`config.mk`:
```
export PLATFORM = sky130hd
export DESIGN_NAME = cycle_sequencer
export DESIGN_NICKNAME = d
export VERILOG_FILES = /design/src/rtl/cycle_sequencer.sv
export SDC_FILE = /design/constraint.sdc
export NUM_CORES = 1
export LEC_CHECK = 0
export BUFFER_PORTS_ARGS = -buffer_cell sky130_fd_sc_hd__buf_2
export CAP_MARGIN = 20
export CORE_MARGIN = 2
export CORE_UTILIZATION = 35
export DETAILED_ROUTE_END_ITERATION = 10
export GPL_TIMING_DRIVEN = 1
export PLACE_DENSITY_LB_ADDON = 0.15
export SYNTH_ARGS = -nofsm -noshare
export SYNTH_HDL_FRONTEND = slang
export SYNTH_SLANG_ARGS = --single-unit
export TNS_END_PERCENT = 10
```
`constraint.sdc`:
```
create_clock -name clk -period 3.1 [get_ports clk]
set_clock_uncertainty 0.1 [all_clocks]
set_input_delay 0.775 -clock clk [delete_from_list [all_inputs] [get_ports clk]]
set_output_delay 0.775 -clock clk [all_outputs]
set_load 0.01 [all_outputs]
```
`src/rtl/cycle_sequencer.sv`:
```
// Micro-cycle sequencer: drives the decoder's cycle index and reacts to the
// NEXT/HALT codes it returns, with single-step pause and overrun detection.
module cycle_sequencer #(
  parameter int          MAX_CYCLE  = 7,
  parameter int          CNT_W      = 16,
  parameter logic [3:0]  STATE_NEXT = 4'h1,
  parameter logic [3:0]  STATE_HALT = 4'h2
) (
  input  logic             clk,
  input  logic             rst,
  input  logic [3:0]       state,
  input  logic             step_mode,
  input  logic             step,
  input  logic             resume,
  output logic [3:0]       cycle,
  output logic             halted,
  output logic             paused,
  output logic             instr_start,
  output logic [CNT_W-1:0] instr_count,
  output logic             seq_error
);

  typedef enum logic [1:0] {
    RUN   = 2'd0,
    PAUSE = 2'd1,
    HALT  = 2'd2
  } fsm_t;

  localparam logic [3:0] LAST_CYCLE = 4'(MAX_CYCLE);

  fsm_t             fsm_q, fsm_d;
  logic [3:0]       cycle_q, cycle_d;
  logic [CNT_W-1:0] count_q, count_d;
  logic             err_q, err_d;
  logic             start_q, start_d;

  // start_q marks that the current RUN clock at cycle 0 begins a new instruction
  // (as opposed to the restart after an overrun).
  always_comb begin
    fsm_d   = fsm_q;
    cycle_d = cycle_q;
    count_d = count_q;
    err_d   = err_q;
    start_d = 1'b0;
    case (fsm_q)
      RUN: begin
        if (state == STATE_HALT) begin
          fsm_d = HALT;
        end else if (state == STATE_NEXT) begin
          cycle_d = 4'd0;
          count_d = count_q + CNT_W'(1);
          if (step_mode) begin
            fsm_d = PAUSE;
          end else begin
            start_d = 1'b1;
          end
        end else if (cycle_q == LAST_CYCLE) begin
          err_d   = 1'b1;
          cycle_d = 4'd0;
        end else begin
          cycle_d = cycle_q + 4'd1;
        end
      end
      PAUSE: begin
        cycle_d = 4'd0;
        if (step || !step_mode) begin
          fsm_d   = RUN;
          start_d = 1'b1;
        end
      end
      HALT: begin
        if (resume) begin
          cycle_d = 4'd0;
          if (step_mode) begin
            fsm_d = PAUSE;
          end else begin
            fsm_d   = RUN;
            start_d = 1'b1;
          end
        end
      end
      default: begin
        fsm_d   = RUN;
        cycle_d = 4'd0;
      end
    endcase
  end

  always_ff @(posedge clk) begin
    if (rst) begin
      fsm_q   <= step_mode ? PAUSE : RUN;
      cycle_q <= 4'd0;
      count_q <= '0;
      err_q   <= 1'b0;
      start_q <= 1'b1;
    end else begin
      fsm_q   <= fsm_d;
      cycle_q <= cycle_d;
      count_q <= count_d;
      err_q   <= err_d;
      start_q <= start_d;
    end
  end

  assign cycle       = cycle_q;
  assign halted      = (fsm_q == HALT);
  assign paused      = (fsm_q == PAUSE);
  assign instr_start = start_q && (fsm_q == RUN) && !rst;
  assign instr_count = count_q;
  assign seq_error   = err_q;

endmodule
```
==> impl_metrics.csv <==
group,metric,value,unit
drt,wire_per_inst,12.0,um
timing,tns,0,ns
cts,tritoncts,"built",
worst_setup_path,cpMostUsedCell,"buf_2",
placed_design,port_buffers,32,
worst_setup_path,crit_chain,"buf_2, or3_1, nor2_1, buf_2",
floorplan,io_pins,33,
drt,vias,1119,
cts,clock_tree.root_cell,"clkbuf_4",
hold_path,holdPathStages,2,
worst_setup_path,worst-path-buf-inv,2,
timing,clock.fmax,0.395,GHz
cts,cts_buffers,3,
grt,grt_max_degree,24,
power,power_density,426,nW/um^2
yosys,synth_ff_type,"dfxtp_1",
grt,grt_pass1_wl,4300,um
timing,rsz0062_at_grt,"false",
job,drv_cap,0,
yosys,synthArstFlopShare,0,
cells_and_area,drive_above_1_share,0.253,
worst_setup_path,required,2.22,ns
cells_and_area,final_nets,182,
timing,whs,0.356,ns
cts,cts_resized,0,
yosys,syn_inst,137,
yosys,syn_area,1210,um^2
worst_setup_path,slowest_delay,0.42,ns
yosys,yosysSeqAreaShare,0.413,
timing,min_period,2.53,ns
drt,wirelength,2580,um
worst_setup_path,startpoint_type,"input pin",
cts,cts_setup_buffers,0,
yosys,ys_seq_elements,24,
run_status,status,"complete, no violations",
worst_setup_path,critPathMaxFanout,23,
timing,hold_viol,0,
floorplan,dieArea,3950,um^2
worst_setup_path,path_depth,4,
worst_setup_path,cp.arrival,1.66,ns
yosys,yosysTopAreaCell,"dfxtp_1",
floorplan,initial_core_util,0.363,
floorplan,die_h,62.9,um
cells_and_area,areaGrowthSynthToFinish,21.5,%
drt,via_per_inst,5.18,
yosys,synth_edf_count,2,
timing,drv_slew,0,
cts,clockBufferDepth,2,
floorplan,die_w,62.9,um
yosys,syn-mean-instance-area,8.85,um^2
worst_setup_path,critical_path_class,"input pin to output port",
grt,first_global_vias,978,
cts,clock-sinks,24,
yosys,synth_fp_nets,148,
worst_setup_path,rrSetupSlack,1.00,ns
cts,worstSkewPairLatency,0.31,ns
grt,gr-total-overflow,0,
timing,period_share,0.817,
yosys,yosys_warnings,0,
drt,ant_nets,0,
cts,hold_buffers,0,
yosys,synth_cell_types,36,
power,p_leak,0.598,nW
worst_setup_path,crit_path_end_kind,"output port",
grt,antenna_found_initial,0,
placed_design,place_hpwl,1910,um
drt,drc_errors,0,
floorplan,std_cell_rows,21,
drt,drt-initial-drc-count,27,
floorplan,core_area,3340,um^2
worst_setup_path,crit_slowest_cell,"or3_1",
cts,h-tree-depth,1,
worst_setup_path,rr_worst_depth,5,
yosys,synth.area.top_cells,"dfxtp_1 36%, a21oi_1 5.8%, edfxtp_1 5.0%",
timing,setup_viol,0,
drt,firstDrtPassIters,4,
power,power,0.627,mW
power,ir_drop,0.159,mV
timing,timing.slew.headroom,0.710,
cells_and_area,n_antenna_cell,0,
timing,tightest_slew,0.435,ns
worst_setup_path,crit_family,"simple AND/OR/NAND/NOR gates",
hold_path,hold_path.class,"flip-flop to flip-flop",
yosys,synth_top_area_share,0.363,
placed_design,gp_congestion,0.732,
cts,clk_pin_slew,0.13,ns
grt,grt_use_total,0.133,
worst register-to-register path: stages (launching register included):
cell      delay, ns
edfxtp_1       0.54
nor2_2         0.13
buf_4          0.17
nand4_1        0.35
or4_1          0.61
a21oi_1        0.14
cells in the mapped netlist (3+ instances only):
cell type	n
inv_1	6
nand4_1	4
o31ai_1	6
xor2_1	5
nand3_1	6
clkbuf_1	4
dfxtp_1	22
or3_1	7
o21ai_0	9
nand2_1	7
nor2_1	10
a22o_1	3
or4_1	5
a21oi_1	14
metal layers:
metal / global-route usage / up-vias / routed length, um
met3: 0.0306 / 4 / 107
met5: 0 / - / 0
met4: 0.0500 / 0 / 33
met1: 0.169 / 525 / 1280
met2: 0.219 / 18 / 1170
li1: - / 572 / -
final cells by class:
type | count | area, um^2
Fill cell | 354 | 1860
Multi-Input combinational cell | 102 | 669
Sequential cell | 24 | 500
Timing Repair Buffer | 34 | 175
Tap cell | 46 | 57.6
Clock buffer | 4 | 47.5
Inverter | 6 | 22.5
state kept, by name, indices dropped and copies added (netlist names):
name / flops
cycle: 4
seq_error: 1
instr_count: 16
fsm_q: 2
start_q: 1
per-stage QoR:
step                std cells   util  instance area (um^2)  setup WS (ns)
CTS                       216  0.441                  1470          0.558
finish                    216  0.441                  1470          0.566
global route              216  0.441                  1470          0.500
detailed placement        212  0.427                  1430          0.562
floorplan                 137      -                  1210          0.883
global placement          212  0.427                  1430          0.578
placed cells by master, fill, tap and decap left out, drive strengths merged, types with 3 or more instances in the layout:
cell type | netlist | final
nand2 | 7 | 7
nor2 | 11 | 11
buf | 1 | 34
o31ai | 6 | 6
nand4 | 4 | 4
nand3 | 7 | 7
clkbuf | 4 | 4
inv | 6 | 6
o21ai | 9 | 9
a22o | 3 | 3
xor2 | 5 | 5
or3 | 7 | 7
or4 | 5 | 5
dfxtp | 22 | 22
a21oi | 14 | 14
cells by family (layout without fill, tap and decap cells):
| kind of cell | Yosys count | in the layout | share of synthesized area |
|---|---|---|---|
| AND/OR/NAND/NOR | 56 | 56 | 0.291 |
| buffers and inverters | 11 | 44 | 0.0351 |
| multiplexers | 1 | 1 | 0.00929 |
| adder cells (fa/ha/maj) | 2 | 2 | 0.0206 |
| XOR/XNOR | 7 | 7 | 0.0506 |
| flip-flops | 24 | 24 | 0.413 |
| AO/OA/AOI/OAI | 36 | 36 | 0.181 |
final timing paths:
| path | from | to |
|---|---|---|
| worst min-delay path | seq_error | seq_error |
| worst max-delay path | rst | instr_start |
| worst min register to register | seq_error | seq_error |
| worst max register to register | fsm_q[0] | instr_count[12] |
where the power goes:
group	leakage [nW]	internal (mW)	switching [mW]
registers	0.199	0.326	0.0169
clock network	0.0261	0.0985	0.0937
logic	0.373	0.0404	0.0519
(Power assumes the default switching activity.)
